$ cat src/rtl/mem_access_ctrl_if.sv
// Bundle between the pipeline's memory stage, the load/store controller and the RAM bus.
// The controller owns the master modport; the pipeline/RAM side uses slave.
interface mem_access_ctrl_if #(
  parameter int DATA_WIDTH = 32,
  parameter int SEL_WIDTH  = DATA_WIDTH / 8
);
  logic                  mem_read_flag_in;
  logic                  mem_write_flag_in;
  logic                  mem_sign_ext_flag_in;
  logic [SEL_WIDTH-1:0]  mem_sel_in;
  logic [DATA_WIDTH-1:0] mem_write_data;
  logic [31:0]           result_in;
  logic                  flush;
  // RAM handshake: once ram_en rises, ram_en/ram_addr/ram_write_en/ram_write_data stay
  // stable until a rising edge samples ram_ready high; ram_read_data is valid with ram_ready.
  logic                  ram_en;
  logic [SEL_WIDTH-1:0]  ram_write_en;
  logic [31:0]           ram_addr;
  logic [DATA_WIDTH-1:0] ram_write_data;
  logic [DATA_WIDTH-1:0] ram_read_data;
  logic                  ram_ready;
  logic                  stall_request;
  logic [DATA_WIDTH-1:0] load_data;
  logic                  load_valid;
  logic                  addr_error;
  logic                  bus_error;
  logic [1:0]            fsm_state;

  modport master (
    input  mem_read_flag_in, mem_write_flag_in, mem_sign_ext_flag_in, mem_sel_in,
           mem_write_data, result_in, flush, ram_read_data, ram_ready,
    output ram_en, ram_write_en, ram_addr, ram_write_data, stall_request,
           load_data, load_valid, addr_error, bus_error, fsm_state
  );

  modport slave (
    output mem_read_flag_in, mem_write_flag_in, mem_sign_ext_flag_in, mem_sel_in,
           mem_write_data, result_in, flush, ram_read_data, ram_ready,
    input  ram_en, ram_write_en, ram_addr, ram_write_data, stall_request,
           load_data, load_valid, addr_error, bus_error, fsm_state
  );
endinterface

$ cat src/rtl/mem_access_ctrl.sv
// Load/store unit: aligns and issues one RAM bus cycle per access, stalls the pipeline
// while waiting, and returns an aligned, size-extended load result.
module mem_access_ctrl #(
  parameter int DATA_WIDTH = 32,
  parameter int SEL_WIDTH  = DATA_WIDTH / 8,
  parameter int TIMEOUT    = 255
) (
  input logic clk,
  input logic rst,
  mem_access_ctrl_if.master bus
);
  localparam int LB = $clog2(SEL_WIDTH);

  typedef enum logic [1:0] {IDLE = 2'd0, REQ = 2'd1, DONE = 2'd2} state_t;

  state_t                state;
  logic [15:0]           count;
  logic [LB-1:0]         lane_q;
  logic [3:0]            size_q;
  logic                  sign_q;
  logic                  store_q;
  logic                  ram_en_q;
  logic [SEL_WIDTH-1:0]  ram_write_en_q;
  logic [31:0]           ram_addr_q;
  logic [DATA_WIDTH-1:0] ram_write_data_q;
  logic [DATA_WIDTH-1:0] load_data_q;
  logic                  load_valid_q;
  logic                  addr_error_q;
  logic                  bus_error_q;

  logic [LB-1:0]         lane;
  logic [LB-1:0]         lane_mask;
  logic [3:0]            size;
  logic                  sel_legal;
  logic                  start;
  logic                  misaligned;
  logic [DATA_WIDTH-1:0] shifted;
  logic [DATA_WIDTH-1:0] size_mask;
  logic                  sign_bit;
  logic [DATA_WIDTH-1:0] extended;

  always_comb begin
    lane      = bus.result_in[LB-1:0];
    sel_legal = 1'b0;
    size      = 4'd1;
    lane_mask = '0;
    if (bus.mem_sel_in == SEL_WIDTH'(4'h1)) begin
      sel_legal = 1'b1;
      size      = 4'd1;
      lane_mask = LB'(0);
    end else if (bus.mem_sel_in == SEL_WIDTH'(4'h3)) begin
      sel_legal = 1'b1;
      size      = 4'd2;
      lane_mask = LB'(1);
    end else if (bus.mem_sel_in == SEL_WIDTH'(4'hF)) begin
      sel_legal = 1'b1;
      size      = 4'd4;
      lane_mask = LB'(3);
    end else if (SEL_WIDTH == 8 && bus.mem_sel_in == SEL_WIDTH'(8'hFF)) begin
      sel_legal = 1'b1;
      size      = 4'd8;
      lane_mask = LB'(7);
    end
    misaligned = !sel_legal || ((lane & lane_mask) != '0);
    start      = (state == IDLE) && (bus.mem_read_flag_in || bus.mem_write_flag_in) && !bus.flush;
  end

  // Load extraction uses the lane/size/sign captured at start, not the live inputs.
  always_comb begin
    shifted   = bus.ram_read_data >> {lane_q, 3'b000};
    size_mask = ~({DATA_WIDTH{1'b1}} << {size_q, 3'b000});
    sign_bit  = sign_q && |(shifted & (size_mask ^ (size_mask >> 1)));
    extended  = sign_bit ? (shifted | ~size_mask) : (shifted & size_mask);
  end

  always_ff @(posedge clk) begin
    if (rst) begin
      state            <= IDLE;
      count            <= '0;
      lane_q           <= '0;
      size_q           <= 4'd1;
      sign_q           <= 1'b0;
      store_q          <= 1'b0;
      ram_en_q         <= 1'b0;
      ram_write_en_q   <= '0;
      ram_addr_q       <= '0;
      ram_write_data_q <= '0;
      load_data_q      <= '0;
      load_valid_q     <= 1'b0;
      addr_error_q     <= 1'b0;
      bus_error_q      <= 1'b0;
    end else begin
      load_valid_q <= 1'b0;
      addr_error_q <= 1'b0;
      bus_error_q  <= 1'b0;
      case (state)
        IDLE: begin
          if (start && misaligned) begin
            addr_error_q <= 1'b1;
          end else if (start) begin
            state            <= REQ;
            count            <= '0;
            lane_q           <= lane;
            size_q           <= size;
            sign_q           <= bus.mem_sign_ext_flag_in;
            store_q          <= bus.mem_write_flag_in;
            ram_en_q         <= 1'b1;
            ram_addr_q       <= {bus.result_in[31:LB], {LB{1'b0}}};
            ram_write_data_q <= bus.mem_write_data << {lane, 3'b000};
            ram_write_en_q   <= bus.mem_write_flag_in ? (bus.mem_sel_in << lane) : '0;
          end
        end
        REQ: begin
          if (bus.ram_ready) begin
            state          <= DONE;
            ram_en_q       <= 1'b0;
            ram_write_en_q <= '0;
            if (!store_q) begin
              load_data_q  <= extended;
              load_valid_q <= 1'b1;
            end
          end else if (count == 16'(TIMEOUT - 1)) begin
            state            <= DONE;
            ram_en_q         <= 1'b0;
            ram_write_en_q   <= '0;
            ram_addr_q       <= '0;
            ram_write_data_q <= '0;
            bus_error_q      <= 1'b1;
          end else begin
            count <= count + 16'd1;
          end
        end
        DONE: state <= IDLE;
        default: state <= IDLE;
      endcase
    end
  end

  assign bus.stall_request  = (state == REQ) || (start && !misaligned);
  assign bus.ram_en         = ram_en_q;
  assign bus.ram_write_en   = ram_write_en_q;
  assign bus.ram_addr       = ram_addr_q;
  assign bus.ram_write_data = ram_write_data_q;
  assign bus.load_data      = load_data_q;
  assign bus.load_valid     = load_valid_q;
  assign bus.addr_error     = addr_error_q;
  assign bus.bus_error      = bus_error_q;
  assign bus.fsm_state      = state;
endmodule
$ cat src/flat_wrapper.sv
// flat-port wrapper written by rule: the top's interface ports become plain ports
module mem_access_ctrl_flat 
#(
  parameter int DATA_WIDTH = 32,
  parameter int SEL_WIDTH  = DATA_WIDTH / 8,
  parameter int TIMEOUT    = 255
)
  (clk, rst, bus_mem_read_flag_in, bus_mem_write_flag_in, bus_mem_sign_ext_flag_in, bus_mem_sel_in, bus_mem_write_data, bus_result_in, bus_flush, bus_ram_read_data, bus_ram_ready, bus_ram_en, bus_ram_write_en, bus_ram_addr, bus_ram_write_data, bus_stall_request, bus_load_data, bus_load_valid, bus_addr_error, bus_bus_error, bus_fsm_state);
  mem_access_ctrl_if #(.DATA_WIDTH(DATA_WIDTH), .SEL_WIDTH(SEL_WIDTH)) bus_i ();
  input logic clk;
  input logic rst;
  input wire logic [$bits(bus_i.mem_read_flag_in)-1:0] bus_mem_read_flag_in;
  input wire logic [$bits(bus_i.mem_write_flag_in)-1:0] bus_mem_write_flag_in;
  input wire logic [$bits(bus_i.mem_sign_ext_flag_in)-1:0] bus_mem_sign_ext_flag_in;
  input wire logic [$bits(bus_i.mem_sel_in)-1:0] bus_mem_sel_in;
  input wire logic [$bits(bus_i.mem_write_data)-1:0] bus_mem_write_data;
  input wire logic [$bits(bus_i.result_in)-1:0] bus_result_in;
  input wire logic [$bits(bus_i.flush)-1:0] bus_flush;
  input wire logic [$bits(bus_i.ram_read_data)-1:0] bus_ram_read_data;
  input wire logic [$bits(bus_i.ram_ready)-1:0] bus_ram_ready;
  output wire logic [$bits(bus_i.ram_en)-1:0] bus_ram_en;
  output wire logic [$bits(bus_i.ram_write_en)-1:0] bus_ram_write_en;
  output wire logic [$bits(bus_i.ram_addr)-1:0] bus_ram_addr;
  output wire logic [$bits(bus_i.ram_write_data)-1:0] bus_ram_write_data;
  output wire logic [$bits(bus_i.stall_request)-1:0] bus_stall_request;
  output wire logic [$bits(bus_i.load_data)-1:0] bus_load_data;
  output wire logic [$bits(bus_i.load_valid)-1:0] bus_load_valid;
  output wire logic [$bits(bus_i.addr_error)-1:0] bus_addr_error;
  output wire logic [$bits(bus_i.bus_error)-1:0] bus_bus_error;
  output wire logic [$bits(bus_i.fsm_state)-1:0] bus_fsm_state;
  assign bus_i.mem_read_flag_in = bus_mem_read_flag_in;
  assign bus_i.mem_write_flag_in = bus_mem_write_flag_in;
  assign bus_i.mem_sign_ext_flag_in = bus_mem_sign_ext_flag_in;
  assign bus_i.mem_sel_in = bus_mem_sel_in;
  assign bus_i.mem_write_data = bus_mem_write_data;
  assign bus_i.result_in = bus_result_in;
  assign bus_i.flush = bus_flush;
  assign bus_i.ram_read_data = bus_ram_read_data;
  assign bus_i.ram_ready = bus_ram_ready;
  assign bus_ram_en = bus_i.ram_en;
  assign bus_ram_write_en = bus_i.ram_write_en;
  assign bus_ram_addr = bus_i.ram_addr;
  assign bus_ram_write_data = bus_i.ram_write_data;
  assign bus_stall_request = bus_i.stall_request;
  assign bus_load_data = bus_i.load_data;
  assign bus_load_valid = bus_i.load_valid;
  assign bus_addr_error = bus_i.addr_error;
  assign bus_bus_error = bus_i.bus_error;
  assign bus_fsm_state = bus_i.fsm_state;
  mem_access_ctrl #(.DATA_WIDTH(DATA_WIDTH), .SEL_WIDTH(SEL_WIDTH), .TIMEOUT(TIMEOUT)) u_core (.clk(clk), .rst(rst), .bus(bus_i));
endmodule
$ cat config.mk
export PLATFORM = sky130hd
export DESIGN_NAME = mem_access_ctrl_flat
export DESIGN_NICKNAME = d
export VERILOG_FILES = /design/src/rtl/mem_access_ctrl_if.sv /design/src/rtl/mem_access_ctrl.sv /design/src/flat_wrapper.sv
export SDC_FILE = /design/constraint.sdc
export NUM_CORES = 1
export LEC_CHECK = 0
export BUFFER_PORTS_ARGS = -buffer_cell sky130_fd_sc_hd__buf_2
export CAP_MARGIN = 20
export CORE_MARGIN = 5
export CORE_UTILIZATION = 47
export CTS_BUF_LIST = sky130_fd_sc_hd__clkbuf_8
export DETAILED_ROUTE_END_ITERATION = 16
export PLACE_DENSITY = 0.79
export SLEW_MARGIN = 20
export SYNTH_ARGS = -nofsm -noshare
export SYNTH_HDL_FRONTEND = slang
export SYNTH_SLANG_ARGS = --single-unit
$ cat constraint.sdc
create_clock -name clk -period 2.4 [get_ports clk]
set_input_delay 0.36 -clock clk [delete_from_list [all_inputs] [get_ports clk]]
set_output_delay 0.36 -clock clk [all_outputs]
set_load 0.005 [all_outputs]
==> flow_metrics.py, run 1 <==
metrics = {
    "clocking": {
        "clk_latency_ns": 0.44,
        "clock_path_buffers": 2,
        "cts.sinks": 127,
        "htree_num_levels": 4,
        "holdBufCountCts": 0,
        "cts_tree": "yes",
        "cts_buffers": 17,
        "clkSlewWorstSetupHoldPaths_ns": 0.07,
        "cts_root_buf": "clkbuf_8",
    },
    "logic_synthesis": {
        "async_flop_share_pct": 0,
        "yosysTopAreaCellShare_pct": 42.68,
        "synthTopCellsByCount": "127 x dfxtp_1, 110 x nand2_1, 74 x nor2_1",
        "synth_area_um2": 5957,
        "yosysMostFrequentCell": "dfxtp_1",
        "yosysWarnings": 0,
        "synth.ff_latch_count": 127,
        "ys.flop_type": "dfxtp_1",
        "syn_inst": 720,
        "synth.distinct_cells": 51,
        "ys_top_cells_by_area": "dfxtp_1 43%, nand2_1 6.9%, mux2i_1 6.6%",
        "postSynthAreaPerCell_um2": 8.274,
        "synth_edf_count": 0,
        "yosys.area.top_type": "dfxtp_1",
        "synth-seq-area-share_pct": 42.68,
    },
    "setup_path": {
        "reg2reg_depth": 9,
        "start_kind": "register",
        "arrival_ns": 2.70,
        "required_ns": 2.77,
        "r2r-start": "u_core.count[0]",
        "timing.rr.end": "u_core.bus.ram_addr[21]",
        "path_class": "reg2reg",
        "end_kind": "register",
        "reg2reg_slack_ns": 0.07,
        "critPathMaxFanout": 14,
    },
    "layout": {
        "diodes": 0,
        "syn2layout_area_growth_pct": 30.62,
        "nFillCells": 1152,
        "post-route-cell-area_um2": 7781,
        "drive_above_1_share_pct": 32.94,
        "nNetsFinal": 1038,
        "fin_cells": 1113,
    },
    "timing": {
        "fin_crit_ns": 2.333,
        "min_period_over_period_pct": 97.19,
        "finalSetupViolations": 0,
        "skew_ns": 0.01357,
        "relSlewSlack_pct": 40.69,
        "slew_viol_final": 0,
        "fmax_mhz": 428.7,
        "timing.final.hold_violations": 0,
        "rsz0062_at_grt": "no",
        "worstMarginPinSlew_ns": 0.8855,
    },
    "floorplanning": {
        "die_area_um2": 15030,
        "die-width_um": 122.6,
        "die_h_um": 122.6,
        "start_util_pct": 47.59,
        "coreArea_um2": 12520,
        "fp-row-count": 41,
        "io_pins": 214,
    },
    "grt": {
        "antenna_found_initial": 1,
        "grt_max_degree": 61,
        "grt-ovfl-total": 0,
        "grt_first_pass_wirelength_mm": 27.88,
        "grtUsageTotal_pct": 23.11,
        "grt_pass1_vias": 5815,
    },
    "placement": {
        "gp_congestion": 0.8919,
        "place_area_um2": 7239,
        "dp_hpwl_mm": 12.96,
        "portBuffers": 211,
        "place_inst": 1077,
    },
    "hold_path": {
        "hold_start": "bus_mem_write_data[3]",
        "hold_class": "in2reg",
        "hold_path_end": "u_core.bus.ram_write_data[3]",
        "hold_path_depth": 3,
    },
    "detailed_routing": {
        "vias_per_cell": 5.450,
        "wire_per_inst_um": 16.21,
        "drc": 0,
        "finalWirelength_mm": 18.04,
        "antenna_left": 0,
        "vias": 6066,
        "drtIter0Drc": 445,
        "drt_first_pass_iters": 5,
    },
    "power_and_ir_drop": {
        "p_total_w": 0.004328,
        "clkPwrFrac_pct": 41.1,
        "sequentialPowerShare_pct": 49.5,
        "switchingPower_w": 0.001041,
        "ir_drop_uv": 368.0,
        "pwr-share-comb_pct": 9.4,
        "power_density_nw_per_um2": 556.2,
        "swShare_pct": 24.06,
        "p_leak_nw": 3.400,
        "p_int_w": 0.003287,
    },
    "run_status": {
        "outcome": "finished clean",
    },
    "flow_run": {
        "drv_cap": 0,
    },
}
worst max-delay path: stages (launching register included):
cell and delay [ns]:
dfxtp_2 0.33, inv_2 0.07, ha_4 0.12, or4b_4 0.45, or4_4 0.54, o2bb2ai_4 0.18
buf_12 0.15, clkbuf_16 0.17, nand3_1 0.09, a21oi_1 0.15
cells in the final DEF, fill, tap and decap left out, types with 5 or more instances in the layout:
master	instances
nor3_1	11
clkbuf_8	20
nand3_1	59
buf_2	210
o31ai_1	8
xor2_1	14
nand4_1	10
nor2_1	73
mux2i_1	39
nand3b_1	26
inv_1	8
a21oi_1	49
nand2_1	110
mux2_2	17
o21ai_0	25
buf_4	29
a22oi_1	9
nor2b_1	6
a211oi_1	17
o2111ai_1	6
nand2b_1	5
dfxtp_1	126
clkinv_2	5
state kept, by name, indices dropped and copies added, names as in the netlist:
register	count
u_core.bus.addr_error	1
u_core.bus.bus_error	1
u_core.bus.fsm_state	2
u_core.bus.load_data	32
u_core.bus.load_valid	1
u_core.bus.ram_addr	30
u_core.bus.ram_en	1
u_core.bus.ram_write_data	32
u_core.bus.ram_write_en	4
u_core.count	16
u_core.lane_q	2
u_core.sign_q	1
u_core.size_q	3
u_core.store_q	1
through the flow:
step | hold WS [ns] | util, % | TNS [ns] | worst slack (ns)
after floorplan | 0.4483 | - | 0 | 0.02097
after global placement | 0.4355 | 57.84 | -0.004013 | -0.002647
after detailed placement | 0.4400 | 57.84 | -0.3299 | -0.04393
after CTS | 0.1347 | 60.96 | 0 | 0.002194
after global routing | 0.1447 | 62.17 | 0 | 0.002170
final | 0.1651 | 62.17 | 0 | 0.06733
kinds of logic (layout without fill, tap and decap cells):
logic type,after synthesis,count (layout),share of synthesized area [%]
AO/OA/AOI/OAI,132,132,14.07
multiplexers,57,57,10.14
buffers and inverters,63,283,4.621
XOR/XNOR,16,16,2.353
flip-flops,127,127,42.68
AND/OR/NAND/NOR,322,322,25.65
adder cells (fa/ha/maj),2,2,0.4200
other,1,2,0.06295
cell type report:
class / count / area, um2 / area share, %
clock buffers: 20 / 275.3 / 3.538
clock inverters: 11 / 100.1 / 1.286
inverters: 5 / 18.77 / 0.2412
multi-input cells: 531 / 3202 / 41.15
flip-flops and latches: 127 / 2544 / 32.69
well taps: 172 / 215.2 / 2.766
repair buffers: 247 / 1426 / 18.33
what timing repair did:
action,in CTS,in global routing
pin swaps,0,16
buffers inserted,0,1
cloned,0,4
setup endpoints to repair,48,59
resized for setup,3,11
power groups by stage:
stage	clock network, W	registers [W]	logic (W)
floorplan	0	0.00219	0.000205
global placement	0	0.00219	0.000387
detailed placement	0	0.00219	0.000391
CTS	0.00182	0.00214	0.000394
global route	0.00191	0.00214	0.000444
finish	0.00178	0.00214	0.000407
routing by layer:
layer  part of all wire [%]  track usage (%)  vias up
li1                       -                -     2950
met1                     42            28.30     2822
met2                     48            38.92      260
met3                    8.6            7.696       32
met4                    1.4            6.368        2
met5                  0.072                0        -
how the worst max path moves through the flow:
| stage | start | end | cells after the start |
|---|---|---|---|
| final | u_core.count[0] | u_core.bus.ram_addr[21] | 9 |
| after global routing | u_core.count[0] | u_core.bus.ram_write_data[28] | 9 |
| after CTS | u_core.count[0] | u_core.bus.ram_write_en[2] | 8 |
| after detailed placement | u_core.count[0] | u_core.bus.ram_write_data[11] | 7 |
| after global placement | u_core.count[0] | u_core.bus.ram_write_en[0] | 8 |
| after floorplan | u_core.count[0] | u_core.bus.ram_write_data[12] | 9 |
Power figures use the tool's default switching activity.
==> run 2, diff against run 1 <==
--- a/config.mk
+++ b/config.mk
@@ -5,13 +5,12 @@
 export SDC_FILE = /design/constraint.sdc
 export NUM_CORES = 1
 export LEC_CHECK = 0
-export BUFFER_PORTS_ARGS = -buffer_cell sky130_fd_sc_hd__buf_2
 export CAP_MARGIN = 20
 export CORE_MARGIN = 5
-export CORE_UTILIZATION = 47
+export CORE_UTILIZATION = 40
 export CTS_BUF_LIST = sky130_fd_sc_hd__clkbuf_8
 export DETAILED_ROUTE_END_ITERATION = 16
-export PLACE_DENSITY = 0.79
+export DONT_BUFFER_PORTS = 1
 export SLEW_MARGIN = 20
 export SYNTH_ARGS = -nofsm -noshare
 export SYNTH_HDL_FRONTEND = slang
==> flow_metrics.py, run 2 (synthesis gave the netlist of run 1 again) <==
metrics = {
    "timing": {
        "fmax_mhz": 430.8,
        "finalSetupViolations": 0,
        "skew_ns": 0.01489,
        "slew_viol_final": 0,
        "setup_ws_ns": 0.07882,
        "tns_ns": 0,
        "relSlewSlack_pct": 38.50,
        "min_period_over_period_pct": 96.72,
        "holdWs_ns": 0.04778,
        "fin_crit_ns": 2.321,
        "rsz0062_at_grt": "no",
        "worstMarginPinSlew_ns": 0.9182,
        "timing.final.hold_violations": 0,
    },
    "layout": {
        "post-route-cell-area_um2": 6755,
        "syn2layout_area_growth_pct": 13.40,
        "most-common-layout-cells": "126 x dfxtp_1, 110 x nand2_1, 73 x nor2_1",
        "mostFrequentLayoutCell": "dfxtp_1",
        "nNetsFinal": 820,
        "drive_above_1_share_pct": 12.57,
        "diodes": 0,
        "finish.utilization_pct": 46.30,
    },
    "detailed_routing": {
        "drt_first_pass_iters": 5,
        "drc": 0,
        "vias": 5234,
        "vias_per_cell": 5.764,
        "wire_per_inst_um": 19.98,
        "drtIter0Drc": 457,
        "finalWirelength_mm": 18.14,
        "antenna_left": 0,
    },
    "placement": {
        "place_area_um2": 6123,
        "dp_slack_ns": -0.1433,
        "dp_hpwl_mm": 12.44,
        "portBuffers": 0,
        "gp_congestion": 0.8978,
    },
    "floorplanning": {
        "die-width_um": 132.0,
        "die_h_um": 132.0,
        "start_util_pct": 40.83,
        "io_pins": 214,
        "coreArea_um2": 14590,
        "die_area_um2": 17430,
        "fp-row-count": 44,
    },
    "grt": {
        "grtUsageTotal_pct": 19.91,
        "grt-ovfl-total": 0,
        "antenna_found_initial": 0,
        "grt_first_pass_wirelength_mm": 28.07,
        "grt_pass1_vias": 5058,
        "grt_max_degree": 73,
    },
    "clocking": {
        "cts_root_buf": "clkbuf_8",
        "clock_path_buffers": 2,
        "cts.sinks": 127,
        "cts_tree": "yes",
        "clkSlewWorstSetupHoldPaths_ns": 0.08,
        "clk_latency_ns": 0.44,
        "htree_num_levels": 4,
        "cts_buffers": 17,
    },
    "hold_path": {
        "hold_class": "in2reg",
    },
    "setup_path": {
        "crit_slowest_cell": "or4_4",
        "start_kind": "register",
        "required_ns": 2.77,
        "end_kind": "register",
        "critPathMaxFanout": 10,
        "path_class": "reg2reg",
        "slowest_delay_ns": 0.48,
        "arrival_ns": 2.69,
        "path_cells": "inv_2 > ha_1 > or4b_4 > or4_4 > o2bb2ai_4 > buf_12 > buf_16 > nand3_1 > a21oi_1",
    },
    "run_status": {
        "outcome": "finished clean",
    },
    "power_and_ir_drop": {
        "p_leak_nw": 2.374,
        "power_density_nw_per_um2": 625.7,
        "ir_drop_uv": 307.0,
    },
    "flow_run": {
        "drv_cap": 0,
    },
}
-- run 2: cell types whose count changed in the layout (fill, tap and decap cells not counted), sizes merged --
cell | before | now
buf | 244 | 25
bufbuf | 0 | 1
clkbuf | 23 | 19
clkinv | 5 | 4
clkinvlp | 0 | 5
dlygate4sd3 | 0 | 2
inv | 9 | 8
-- run 2: final cells by class --
cell class | instances | area (um2)
Clock inverter | 14 | 142.6
Fill cell | 1399 | 7834
Multi-Input combinational cell | 531 | 3184
Timing Repair Buffer | 29 | 387.9
Inverter | 5 | 18.77
Clock buffer | 18 | 247.7
Sequential cell | 127 | 2544
Tap cell | 184 | 230.2
-- run 2: power breakdown --
group / internal, W / switching (W)
registers: 0.00213 / 0.0000199
logic: 0.000114 / 0.000141
clock network: 0.000946 / 0.000878
-- run 2: timing repair --
action | in CTS | in global routing
resized for setup | 5 | 8
hold buffers | 2 | 1
gates cloned | 3 | 1
hold endpoints to repair | 72 | 1
endpoints found under the setup margin | 66 | 52
pin swaps | 2 | 7
setup buffers | 2 | 0
-- run 2: final timing paths --
check | start | end | slack, ns | cells past startpoint
min | rst | u_core.bus.ram_write_en[0] | 0.05 | 1
max reg2reg | u_core.count[0] | u_core.bus.ram_addr[11] | 0.08 | 9
max | u_core.count[0] | u_core.bus.ram_addr[11] | 0.08 | 9
min reg2reg | u_core.bus.ram_addr[16] | u_core.bus.ram_addr[16] | 0.48 | 2
-- run 2: metal layers --
| layer | up-vias | wire length (um) | GRT usage, % | part of all wire (%) |
|---|---|---|---|---|
| met5 | - | 0 | 0 | 0 |
| met4 | 0 | 310 | 6.229 | 1.7 |
| met3 | 26 | 1705 | 8.550 | 9.4 |
| met2 | 215 | 8457 | 30.71 | 47 |
| met1 | 2488 | 7670 | 25.20 | 42 |
| li1 | 2505 | - | - | - |
-- run 2: through the flow --
stage / total power (W) / cells
3_5_place_dp: 0.002401 / 867
2_1_floorplan: 0.002394 / 721
4_1_cts: 0.004256 / 906
3_3_place_gp: 0.002397 / 867
5_1_grt: 0.004400 / 908
6_report: 0.004227 / 908
-- run 2: critical path: cells and delay by family, from the launching register on --
family | cells | cell delay [ns]
simple gates | 3 | 1.03
compound gates | 2 | 0.41
buf+inv | 3 | 0.34
flops | 1 | 0.33
fa+ha+maj | 1 | 0.13
